### src/rtl/spi_controller_if.sv
// spi_controller_if
//   Bundles the command/response handshake and the four SPI pins of the
//   ASCON subnode link.
//   slave  : the SPI controller (accepts commands, drives sck/csb/mosi).
//   master : the host side.
//   The host side also drives miso, so a single harness can play both the
//   requester and the subnode.
//   Signals: cmd_valid/cmd_ready/cmd/wr_data  command request and handshake
//            rsp_valid/rsp_data/cmd_error      response and illegal-command flag
//            sck/csb/mosi/miso                 SPI pins
interface spi_controller_if;
  logic         cmd_valid;
  logic         cmd_ready;
  logic [4:0]   cmd;
  logic [127:0] wr_data;
  logic         rsp_valid;
  logic [127:0] rsp_data;
  logic         cmd_error;
  logic         sck;
  logic         csb;
  logic         mosi;
  logic         miso;

  modport master (
    output cmd_valid, cmd, wr_data, miso,
    input  cmd_ready, rsp_valid, rsp_data, cmd_error, sck, csb, mosi
  );

  modport slave (
    input  cmd_valid, cmd, wr_data, miso,
    output cmd_ready, rsp_valid, rsp_data, cmd_error, sck, csb, mosi
  );
endinterface

### src/rtl/spi_controller.sv
// spi_controller
//   SPI master for the ASCON accelerator's SPI subnode.  A single accepted
//   command becomes one complete frame: 5 command bits followed by L payload
//   bits, MSB first.  For reads, miso is shifted in on every payload sck fall.
//   Parameters: CLK_DIV  clk cycles per sck half-period (>= 4)
//               CS_GAP   minimum clk cycles csb stays high between frames (>= 1)
//   Ports:      clk      system clock
//               rst_n    asynchronous active-low reset
//               bus      spi_controller_if.slave (handshake, response, SPI pins)
module spi_controller #(
  parameter int CLK_DIV = 4,
  parameter int CS_GAP  = 4
) (
  input  logic             clk,
  input  logic             rst_n,
  spi_controller_if.slave  bus
);

  localparam int DW = $clog2(CLK_DIV) + 1;
  localparam int GW = $clog2(CS_GAP + 1) + 1;
  localparam logic [DW-1:0] DIV_LAST = DW'(CLK_DIV - 1);
  localparam logic [DW-1:0] DIV_ONE  = DW'(1);
  localparam logic [GW-1:0] GAP_LAST = GW'(CS_GAP - 1);
  localparam logic [GW-1:0] GAP_ONE  = GW'(1);

  typedef enum logic [1:0] {IDLE, SETUP, SHIFT, GAP} state_t;

  state_t         state_reg, state_next;
  logic [DW-1:0]  div_reg, div_next;
  logic [GW-1:0]  gap_reg, gap_next;
  logic [7:0]     bit_reg, bit_next;     // index of the bit currently on the wire
  logic [7:0]     len_reg, len_next;     // payload length L
  logic           rd_reg, rd_next;
  logic [132:0]   tx_reg, tx_next;       // remaining frame bits, MSB next out
  logic [127:0]   rx_reg, rx_next;
  logic           sck_reg, sck_next;
  logic           csb_reg, csb_next;
  logic           mosi_reg, mosi_next;
  logic           rsp_valid_reg, rsp_valid_next;
  logic           cmd_error_reg, cmd_error_next;

  // Command decode: payload length, legality and the left-aligned frame.
  // Read frames carry zeros in the payload so mosi stays low.
  logic [7:0]   dec_len;
  logic         dec_legal;
  logic [132:0] dec_frame;

  always_comb begin
    dec_len   = 8'd0;
    dec_legal = 1'b1;
    if (bus.cmd[3:0] <= 4'd2)       dec_len = 8'd128;
    else if (bus.cmd[3:0] == 4'd3)  dec_len = 8'd3;
    else if (bus.cmd[3:0] <= 4'd8)  dec_len = 8'd64;
    else                            dec_legal = 1'b0;

    dec_frame          = '0;
    dec_frame[132:128] = bus.cmd;
    if (!bus.cmd[4]) begin
      case (dec_len)
        8'd128:  dec_frame[127:0]   = bus.wr_data;
        8'd64:   dec_frame[127:64]  = bus.wr_data[63:0];
        8'd3:    dec_frame[127:125] = bus.wr_data[2:0];
        default: ;
      endcase
    end
  end

  always_comb begin
    state_next     = state_reg;
    div_next       = div_reg;
    gap_next       = gap_reg;
    bit_next       = bit_reg;
    len_next       = len_reg;
    rd_next        = rd_reg;
    tx_next        = tx_reg;
    rx_next        = rx_reg;
    sck_next       = sck_reg;
    csb_next       = csb_reg;
    mosi_next      = mosi_reg;
    rsp_valid_next = 1'b0;
    cmd_error_next = 1'b0;

    case (state_reg)
      IDLE: begin
        if (bus.cmd_valid) begin
          if (dec_legal) begin
            state_next = SETUP;
            len_next   = dec_len;
            rd_next    = bus.cmd[4];
            mosi_next  = dec_frame[132];
            tx_next    = {dec_frame[131:0], 1'b0};
            rx_next    = '0;
            bit_next   = 8'd0;
            div_next   = '0;
            csb_next   = 1'b0;
          end else begin
            cmd_error_next = 1'b1;
          end
        end
      end

      SETUP: begin
        if (div_reg == DIV_LAST) begin
          state_next = SHIFT;
          div_next   = '0;
          sck_next   = 1'b1;
        end else begin
          div_next = div_reg + DIV_ONE;
        end
      end

      SHIFT: begin
        if (div_reg != DIV_LAST) begin
          div_next = div_reg + DIV_ONE;
        end else begin
          div_next = '0;
          if (sck_reg) begin
            // sck fall: capture read payload, then present the next bit.
            // Once the frame is exhausted tx_reg only holds zeros.
            sck_next = 1'b0;
            if (rd_reg && bit_reg >= 8'd5)
              rx_next = {rx_reg[126:0], bus.miso};
            mosi_next = tx_reg[132];
            tx_next   = {tx_reg[131:0], 1'b0};
          end else if (bit_reg == len_reg + 8'd4) begin
            // End of the last bit's low phase.
            state_next     = GAP;
            csb_next       = 1'b1;
            mosi_next      = 1'b0;
            rsp_valid_next = 1'b1;
            gap_next       = '0;
          end else begin
            sck_next = 1'b1;
            bit_next = bit_reg + 8'd1;
          end
        end
      end

      GAP: begin
        if (gap_reg == GAP_LAST) state_next = IDLE;
        else                     gap_next   = gap_reg + GAP_ONE;
      end

      default: state_next = IDLE;
    endcase
  end

  always_ff @(posedge clk or negedge rst_n) begin
    if (!rst_n) begin
      state_reg     <= IDLE;
      div_reg       <= '0;
      gap_reg       <= '0;
      bit_reg       <= 8'd0;
      len_reg       <= 8'd0;
      rd_reg        <= 1'b0;
      tx_reg        <= '0;
      rx_reg        <= '0;
      sck_reg       <= 1'b0;
      csb_reg       <= 1'b1;
      mosi_reg      <= 1'b0;
      rsp_valid_reg <= 1'b0;
      cmd_error_reg <= 1'b0;
    end else begin
      state_reg     <= state_next;
      div_reg       <= div_next;
      gap_reg       <= gap_next;
      bit_reg       <= bit_next;
      len_reg       <= len_next;
      rd_reg        <= rd_next;
      tx_reg        <= tx_next;
      rx_reg        <= rx_next;
      sck_reg       <= sck_next;
      csb_reg       <= csb_next;
      mosi_reg      <= mosi_next;
      rsp_valid_reg <= rsp_valid_next;
      cmd_error_reg <= cmd_error_next;
    end
  end

  assign bus.cmd_ready = (state_reg == IDLE);
  assign bus.rsp_valid = rsp_valid_reg;
  assign bus.rsp_data  = rx_reg;
  assign bus.cmd_error = cmd_error_reg;
  assign bus.sck       = sck_reg;
  assign bus.csb       = csb_reg;
  assign bus.mosi      = mosi_reg;

endmodule

### src/flat_wrapper.sv
// flat-port wrapper written by rule: the top's interface ports become plain ports
module spi_controller_flat 
#(
  parameter int CLK_DIV = 4,
  parameter int CS_GAP  = 4
)
  (clk, rst_n, bus_cmd_valid, bus_cmd, bus_wr_data, bus_miso, bus_cmd_ready, bus_rsp_valid, bus_rsp_data, bus_cmd_error, bus_sck, bus_csb, bus_mosi);
  spi_controller_if bus_i ();
  input  logic clk;
  input  logic rst_n;
  input wire logic [$bits(bus_i.cmd_valid)-1:0] bus_cmd_valid;
  input wire logic [$bits(bus_i.cmd)-1:0] bus_cmd;
  input wire logic [$bits(bus_i.wr_data)-1:0] bus_wr_data;
  input wire logic [$bits(bus_i.miso)-1:0] bus_miso;
  output wire logic [$bits(bus_i.cmd_ready)-1:0] bus_cmd_ready;
  output wire logic [$bits(bus_i.rsp_valid)-1:0] bus_rsp_valid;
  output wire logic [$bits(bus_i.rsp_data)-1:0] bus_rsp_data;
  output wire logic [$bits(bus_i.cmd_error)-1:0] bus_cmd_error;
  output wire logic [$bits(bus_i.sck)-1:0] bus_sck;
  output wire logic [$bits(bus_i.csb)-1:0] bus_csb;
  output wire logic [$bits(bus_i.mosi)-1:0] bus_mosi;
  assign bus_i.cmd_valid = bus_cmd_valid;
  assign bus_i.cmd = bus_cmd;
  assign bus_i.wr_data = bus_wr_data;
  assign bus_i.miso = bus_miso;
  assign bus_cmd_ready = bus_i.cmd_ready;
  assign bus_rsp_valid = bus_i.rsp_valid;
  assign bus_rsp_data = bus_i.rsp_data;
  assign bus_cmd_error = bus_i.cmd_error;
  assign bus_sck = bus_i.sck;
  assign bus_csb = bus_i.csb;
  assign bus_mosi = bus_i.mosi;
  spi_controller #(.CLK_DIV(CLK_DIV), .CS_GAP(CS_GAP)) u_core (.clk(clk), .rst_n(rst_n), .bus(bus_i));
endmodule
### config.mk
export PLATFORM = sky130hd
export DESIGN_NAME = spi_controller_flat
export DESIGN_NICKNAME = d
export VERILOG_FILES = /design/src/rtl/spi_controller_if.sv /design/src/rtl/spi_controller.sv /design/src/flat_wrapper.sv
export SDC_FILE = /design/constraint.sdc
export NUM_CORES = 1
export LEC_CHECK = 0
export CAP_MARGIN = 20
export CORE_MARGIN = 4
export CORE_UTILIZATION = 58
export CTS_BUF_LIST = sky130_fd_sc_hd__clkbuf_2 sky130_fd_sc_hd__clkbuf_4 sky130_fd_sc_hd__clkbuf_8
export DETAILED_ROUTE_END_ITERATION = 10
export GPL_ROUTABILITY_DRIVEN = 0
export PLACE_DENSITY = 0.88
export SYNTH_ARGS = -nofsm -noshare
export SYNTH_HDL_FRONTEND = slang
export SYNTH_SLANG_ARGS = --single-unit
### constraint.sdc
create_clock -name clk -period 4.43 [get_ports clk]
set_clock_uncertainty 0.15 [all_clocks]
set_input_delay 1.1075 -clock clk [delete_from_list [all_inputs] [get_ports clk]]
set_output_delay 1.1075 -clock clk [all_outputs]
set_load 0.1 [all_outputs]
==> reports/summary.txt, run 1 <==
Total via count after detailed routing - 13000
Input/output buffers - 270
Slew HR - 22.8%
Async set or reset register ratio after synthesis - 100%
Delay of the slowest critical-path stage - 1.14 ns
Total negative setup slack - 0 ns
Number of distinct library cells after synthesis - 63
Flip-flop count of the largest register, all copies and words added - 132
Post-CTS Hold Fix Bufs - 0
FF/Latch Area - 7160 µm²
Average cell area after synthesis - 9.68 µm²
Maximum buffer depth of the clock tree - 3
Worst path cell trace - clkdlybuf4s50_1
Total leakage power - 0.00734 µW
Main synth FF type - dfrtp_1
Pre-CTS WS - 0.738 ns
Outcome - completed
Fraction of final layout cells with drive strength greater than 1 - 7.74%
Die area - 26700 µm²
Capturing element type of the critical path - output pin
Worst Path Class, Setup - register to output pin
Largest net degree at the start of global routing - 266
Core Area - 23600 µm²
Post-synth top cells - dfrtp_1, nand2_1, a21oi_1, a221o_1, clkbuf_1
CTS H-Tree Depth - 2
Ratio of total power to cell area - 300 nW/µm²
Area leader, netlist - dfrtp_1
Worst supply voltage drop on vdd - 0.225 mV
Wire length of the first global-routing pass - 65.3 mm
Root buffer cell - clkbuf_8
Fill count - 1667
Post-detailed-placement half-perimeter wirelength - 24.4 mm
Post-route clock period utilization - 78.8%
Startpoint types - register
Row count - 56
DRT Wirelength - 40.3 mm
Post-route worst setup slack - 0.938 ns
Initial core utilization - 59.4%
Critical path data arrival time - 2.23 ns
Area delta synth->final - 26.5%
Worst path top cell family by delay - buffers and inverters
Multi-input logic area - 6180 µm²
Highest Clock Rate - 286 MHz
Register clock-pin slew on the reported worst setup and hold paths - 0.06 ns
Setup violations, final - 0
Number of iterations in the first detailed-routing pass - 6
Die extent in y - 164 µm
Number of diodes added for antenna fixing - 0
Proportion of netlist area held by the largest area contributor - 50.8%
Nets in the synthesized netlist - 1595
Die outline width - 164 µm
Number of antenna violations at the first check in global routing - 1
Syn Inst Count - 1449
Number of buffers created by CTS - 47
Total congestion overflow after global routing - 0
Number of enable-type register cells in the synthesized netlist - 0
Max FO, Critical Path - 2
Buffers inserted during post-CTS setup optimization - 0
Setup repair after global routing missed its margin - no
Clock latency at the later pin of the worst-skew pair - 0.54 ns
Count of antenna-violating nets left after detailed routing - 0
Hold Violations, Final - 0
Number of nets in the finished design - 1777
Required arrival time at the worst endpoint - 3.17 ns
WL per Instance - 20.3 µm
Placed insts - 1901
Number of buffers and inverters on the critical path - 1
Number of warnings printed during yosys synthesis - 0
Number of standard cells in the layout, taps in and fillers out - 1985
Post-route core utilization - 75.2%
Tmin final - 3.49 ns
GRT Util Overall - 29.2%
Number of max-slew violations in the final report - 0
Classification of the worst-slack hold path - register to register
CTS Sinks - 286
Share of synthesized area occupied by flip-flops and latches - 51.0%
Io pins - 271
TritonCTS clock tree - built
Ratio of routed vias to standard cells - 6.53
Leading post-synthesis cells by cell area - dfrtp_1, a221o_1, nand2_1, a21oi_1, a32oi_1
Most frequent cell after synthesis - dfrtp_1
Iteration-0 DRC count of the detailed router - 1435
Post-detailed-route DRC marker count - 0
Number of storage elements in the synthesis netlist - 286
Total of cells resized after clock tree synthesis - 0
Number of global-route vias before repair - 12700
Maximum Capacitance Violations - 0
Syn Std Cell Area - 14000 µm²
Slowest-stage cell, CP - clkdlybuf4s50_1
Transition at the pin with the smallest max-transition slack - 1.16 ns
worst reg2reg max path, delay by kind of cell, from the launching register on:
kind | cells | cell delay [ns]
buffers and inverters | 2 | 1.02
adders and majority gates | 1 | 0.21
DFF | 1 | 0.45
AOI/OAI and AO/OA | 3 | 0.90
and+or+nand+nor | 1 | 0.09
cells by family after synthesis:
kind of cell | share of synthesized area, %
AOI/OAI and AO/OA | 29.2
xor gates and xnor gates | 0.125
adders and majority gates | 0.802
buffers and inverters | 5.30
DFF | 51.0
muxes | 1.01
and+or+nand+nor | 12.6
cell usage in the layout, fill, tap and decap left out, types with 5 or more instances in the layout:
cell and instances:
a221oi_1 5, ha_1 8, buf_4 11, nand3_1 72
dfrtp_1 284, nor2_1 81, mux2_2 8, a22oi_1 62
clkbuf_4 17, nand2_1 213, a31oi_1 62, clkbuf_8 61
nand2b_1 7, o21ai_0 74, clkdlybuf4s50_1 268, buf_12 9
inv_1 9, a32oi_1 59, clkinv_2 5, a21oi_1 139
a221o_1 129
final cells by class:
class	instances	share of cell area (%)
clock buffer	78	5.45
clock inverter	6	0.310
inverter	9	0.190
multi-input combinational	998	34.8
sequential	286	40.3
tap	319	2.25
timing repair buffer	289	16.7
metal layers:
metal	GRT usage, %	wire [µm]	share of wire [%]	up-vias
met5	0	13	0.032	-
met4	7.59	875	2.2	2
met3	9.36	4140	10	84
met2	44.9	18700	46	665
met1	40.8	16600	41	6337
li1	-	-	-	5869
stage by stage:
stage | power (µW) | area [µm²] | hold WS, ns
3_5_place_dp | 2900 | 16700 | 0.310
6_report | 5320 | 17800 | 0.331
3_3_place_gp | 2900 | 16700 | 0.305
5_1_grt | 5510 | 17800 | 0.340
2_1_floorplan | 2690 | 14000 | 0.289
4_1_cts | 5360 | 17800 | 0.330
worst paths after layout:
| kind | to | cells past startpoint | startpoint | slack, ns |
|---|---|---|---|---|
| worst max-delay path | bus_csb | 1 | u_core.bus.csb | 0.94 |
| worst min-delay path | u_core.tx_reg[45] | 2 | u_core.tx_reg[45] | 0.33 |
| worst max register to register | u_core.bus.rsp_data[43] | 7 | u_core.bit_reg[0] | 1.51 |
| worst min register to register | u_core.tx_reg[45] | 2 | u_core.tx_reg[45] | 0.33 |
| max in group asynchronous | u_core.rd_reg | 2 | rst_n | 2.69 |
| min in group asynchronous | u_core.tx_reg[61] | 1 | rst_n | 0.35 |
where the power goes:
group          leakage (µW)  switching (µW)  internal [µW]
Clock              0.000550            1040           1430
Combinational       0.00282             118            121
Sequential          0.00397               0           2610
Note: power is estimated with default switching activity, not from simulation.
==> inputs of run 2 (changes only) <==
CORE_UTILIZATION = 49   (was 58)
PLACE_DENSITY = 0.79   (was 0.88)
clock period = 2.95 ns   (was 4.43 ns; I/O delays follow)
==> reports/summary.txt, run 2 (synthesized netlist as in run 1, its figures left out) <==
Outcome - completed
Maximum buffer depth of the clock tree - 3
Wire length of the first global-routing pass - 65.4 mm
Io pins - 271
Ratio of routed vias to standard cells - 6.18
Row count - 61
Most common cell after layout, fill and taps aside - dfrtp_1
Core Area - 28000 µm²
Critical path capture point - bus_cmd_ready
Required arrival time at the worst endpoint - 2.06 ns
Maximum Capacitance Violations - 0
Total leakage power - 0.00785 µW
Total negative setup slack - 0 ns
Die outline width - 177 µm
Area delta synth->final - 28.1%
Sw Share - 22.3%
Slowest-stage cell, CP - dfrtp_1
Number of max-slew violations in the final report - 0
Worst reg-to-reg setup slack - 0.31 ns
Ratio of total power to cell area - 443 nW/µm²
Max FO, Critical Path - 11
Worst path top cell family by delay - buffers and inverters
Number of buffers and inverters on the critical path - 2
Total of cells resized after clock tree synthesis - 0
Share of power burned in registers - 49.3%
Die area - 31400 µm²
TritonCTS clock tree - built
Root buffer cell - clkbuf_8
Design internal power - 6190 µW
Slew HR - 38.8%
Register clock-pin slew on the reported worst setup and hold paths - 0.06 ns
Setup violations, final - 0
Total via count after detailed routing - 12900
Setup repair after global routing missed its margin - no
Post-detailed-placement half-perimeter wirelength - 25.9 mm
Clock latency at the later pin of the worst-skew pair - 0.55 ns
Initial core utilization - 50.1%
Reg-to-reg critical path endpoint - u_core.bus.rsp_data[28]
CTS Sinks - 286
Tmin final - 2.74 ns
Launch point of the worst path - u_core.state_reg[0]
Input/output buffers - 270
Hold Violations, Final - 0
Transition at the pin with the smallest max-transition slack - 0.918 ns
WL per Instance - 19.5 µm
Count of antenna-violating nets left after detailed routing - 0
Clk pwr share - 45.8%
Worst Path Class, Setup - register to output pin
Commonest non-fill, non-tap cells in the layout - dfrtp_1, nand2_1, buf_4
Fraction of final layout cells with drive strength greater than 1 - 17.7%
NetSw - 1780 µW
Delay of the slowest critical-path stage - 0.43 ns
Iteration-0 DRC count of the detailed router - 1201
Depth of the critical timing path with buffers and inverters included - 3
Power share of the combinational group - 4.9%
Fill count - 2281
Post-route clock period utilization - 93.0%
Number of buffers created by CTS - 49
Critical R2R Launch - u_core.state_reg[0]
Buffers inserted during post-CTS setup optimization - 0
Number of iterations in the first detailed-routing pass - 5
Startpoint types - register
Number of diodes added for antenna fixing - 0
Post-detailed-route DRC marker count - 0
GRT Util Overall - 24.8%
Die extent in y - 177 µm
CTS H-Tree Depth - 2
DRT Wirelength - 40.5 mm
Worst Reg2Reg Path Length in Cells - 8
Total congestion overflow after global routing - 0
Capturing element type of the critical path - output pin
Total power draw - 7970 µW
Worst supply voltage drop on vdd - 0.267 mV
Classification of the worst-slack hold path - register to register
Number of global-route vias before repair - 12500
Flip-flop count of the largest register, all copies and words added - 132
Highest Clock Rate - 365 MHz
Number of antenna violations at the first check in global routing - 0
Worst path cell trace - inv_1 -> ha_2 -> buf_4
Number of nets in the finished design - 1817
Largest net degree at the start of global routing - 158
Critical path data arrival time - 1.86 ns
[run 2: cell count changes in the layout (fill, tap and decap cells not counted), sizes merged]
| cell | previous run | this run |
|---|---|---|
| bufinv | 1 | 0 |
| buf | 21 | 191 |
| clkinv | 5 | 6 |
| clkinvlp | 0 | 1 |
| clkdlybuf4s50 | 268 | 135 |
| dlygate4sd3 | 0 | 1 |
[run 2: worst min-delay path by stage]
stage                                  from                 to  slack, ns  cells past startpoint
after global placement     u_core.tx_reg[1]   u_core.tx_reg[1]       0.31                      2
after floorplan                       rst_n  u_core.bit_reg[0]       0.29                      0
final                     u_core.tx_reg[29]  u_core.tx_reg[29]       0.33                      2
after global routing      u_core.tx_reg[14]  u_core.tx_reg[14]       0.35                      2
after detailed placement  u_core.tx_reg[29]  u_core.tx_reg[29]       0.32                      2
after CTS                 u_core.tx_reg[45]  u_core.tx_reg[45]       0.33                      2
[run 2: worst register-to-register path, delay by kind of cell, from the launching register on]
| kind | cells | cell delay [ns] |
|---|---|---|
| buf+inv | 4 | 0.63 |
| flops | 1 | 0.43 |
| compound gates | 2 | 0.75 |
| simple gates | 1 | 0.22 |
| fa+ha+maj | 1 | 0.35 |
[run 2: per-stage QoR]
stage	area, µm²	setup slack, ns	cells	hold slack [ns]	util [%]
after floorplan	14000	0.0655	1449	0.289	-
after global placement	17000	0.0680	1997	0.306	60.5
after detailed placement	17000	0.0347	1997	0.321	60.5
after CTS	18000	0.180	2083	0.333	64.2
after global routing	18000	0.115	2083	0.352	64.2
final	18000	0.207	2083	0.328	64.2
[run 2: layout make-up]
cell class                 count  area, µm²  share of cell area (%)
inverter                       9       33.8                   0.188
sequential                   286       7160                    39.8
tap                          378        473                    2.63
timing repair buffer         327       3120                    17.3
clock inverter                 7       37.5                   0.209
multi-input combinational    998       6180                    34.4
clock buffer                  78        967                    5.38
[run 2: routing by layer]
metal  wire length (µm)  GRT usage (%)  up-vias
met5                  0              0        -
met4                532           4.90        0
met3               3960           7.67       56
met2              18700           38.5      529
met1              17300           34.8     6339
li1                   -              -     5945
[run 2: power by group through the flow]
stage	sequential (µW)	clock (µW)	combinational, µW
CTS	3920	3740	397
finish	3920	3650	392
global placement	3990	0	393
floorplan	4000	0	47.1
detailed placement	3990	0	392
global route	3920	3910	421
[run 2: what timing repair did]
item | in CTS | in global routing
hold endpoints to repair | 8 | 0
endpoints found under the setup margin | 0 | 0
hold buffers | 1 | 0
==> inputs of run 3 (changes only) <==
CORE_MARGIN = 2   (was 4)
SKIP_LAST_GASP = 1   (was not set)
==> reports/summary.txt, run 3 (synthesized netlist as in run 1, its figures left out) <==
Largest net degree at the start of global routing - 143
Startpoint types - register
Post-detailed-route DRC marker count - 0
Die area - 30000 µm²
Setup repair after global routing missed its margin - no
Total leakage power - 0.00789 µW
Worst supply voltage drop on vdd - 0.333 mV
Initial core utilization - 50.1%
Number of nets in the finished design - 1813
Maximum Capacitance Violations - 0
Fill count - 2240
Classification of the worst-slack hold path - register to register
Power share of the combinational group - 4.7%
Capturing element type of the critical path - output pin
Maximum buffer depth of the clock tree - 3
Number of antenna violations at the first check in global routing - 0
Post-place instance area - 16900 µm²
Required arrival time at the worst endpoint - 2.06 ns
Total power draw - 8350 µW
Highest Clock Rate - 375 MHz
GRT Util Overall - 25.7%
TritonCTS clock tree - built
Die outline width - 173 µm
Area delta synth->final - 28.6%
Tmin final - 2.66 ns
Worst Path Class, Setup - register to output pin
Post-route clock period utilization - 90.3%
Transition at the pin with the smallest max-transition slack - 0.651 ns
Commonest non-fill, non-tap cells in the layout - dfrtp_1, nand2_1, buf_4
WL per Instance - 19.0 µm
Post-route standard cell area excluding fillers - 18000 µm²
Fraction of final layout cells with drive strength greater than 1 - 17.8%
Root buffer cell - clkbuf_8
Flip-flop count of the largest register, all copies and words added - 132
Sw Share - 21.9%
Number of global-route vias before repair - 12300
Setup violations, final - 0
Die extent in y - 173 µm
Wire length of the first global-routing pass - 65.3 mm
Io pins - 271
Most common cell after layout, fill and taps aside - dfrtp_1
Input/output buffers - 270
Number of standard cells in the layout, taps in and fillers out - 2086
Ratio of total power to cell area - 462 nW/µm²
Max FO, Critical Path - 11
CTS Sinks - 286
Slew HR - 56.6%
DRT Wirelength - 39.7 mm
Final Hold Slack - 0.329 ns
Clock latency at the later pin of the worst-skew pair - 0.55 ns
Register clock-pin slew on the reported worst setup and hold paths - 0.06 ns
Share of power burned in registers - 47.0%
Total congestion overflow after global routing - 0
Placed insts - 1993
Design internal power - 6520 µW
Hold Violations, Final - 0
Core Area - 28000 µm²
Row count - 61
CTS H-Tree Depth - 2
Number of max-slew violations in the final report - 0
Ratio of routed vias to standard cells - 6.23
Number of buffers created by CTS - 49
Total via count after detailed routing - 13000
Post-route core utilization - 64.4%
Count of antenna-violating nets left after detailed routing - 0
Number of iterations in the first detailed-routing pass - 5
Total of cells resized after clock tree synthesis - 0
Iteration-0 DRC count of the detailed router - 1273
NetSw - 1830 µW
Post-detailed-placement half-perimeter wirelength - 24.4 mm
Outcome - completed
Critical path data arrival time - 1.78 ns
Clk pwr share - 48.3%
## run 3: timing repair
action | in CTS | in global routing
setup buffers | 0 | 0
hold buffers | 1 | 0
hold endpoints to repair | 3 | 0
## run 3: power groups by stage
stage	sequential (µW)	clock (µW)	combinational, µW
floorplan	4000	0	47.1
global placement	3990	0	392
detailed placement	3990	0	391
CTS	3920	4110	395
global route	3920	4310	422
finish	3920	4030	391
## run 3: cell type report
cell class              instances  area, µm²  area share, %
diodes                          1       2.50         0.0139
clock buffers                  84       1080           5.99
clock inverters                 7       66.3          0.367
inverters                       9       33.8          0.187
multi-input cells             998       6180           34.3
flip-flops and latches        286       7160           39.7
well taps                     378        473           2.62
repair buffers                323       3050           16.9
## run 3: worst paths after layout
kind | start | to | slack, ns | cells past startpoint
setup / recovery | u_core.state_reg[0] | bus_cmd_ready | 0.29 | 3
hold / removal | u_core.tx_reg[8] | u_core.tx_reg[8] | 0.33 | 2
setup reg to reg | u_core.state_reg[0] | u_core.bus.rsp_data[63] | 0.35 | 7
hold reg to reg | u_core.tx_reg[8] | u_core.tx_reg[8] | 0.33 | 2
max in group asynchronous | rst_n | u_core.tx_reg[89] | 1.30 | 3
min in group asynchronous | rst_n | u_core.tx_reg[121] | 0.59 | 2
## run 3: metrics by stage
step                setup slack (ns)  TNS [ns]
floorplan                     0.0655         0
global placement             0.00920         0
detailed placement           -0.0613     -3.06
CTS                            0.255         0
global route                   0.196         0
finish                         0.286         0
## run 3: per-layer routing
layer / share of wire [%] / track usage, %
met1: 44 / 36.8
met2: 46 / 39.0
met3: 8.9 / 6.84
met4: 1.7 / 6.57
met5: 0 / 0
## run 3: worst max-delay path, cell delays in order (launching register included)
cell and delay, ns:
dfrtp_1 0.41, inv_1 0.15, ha_2 0.33, buf_4 0.33
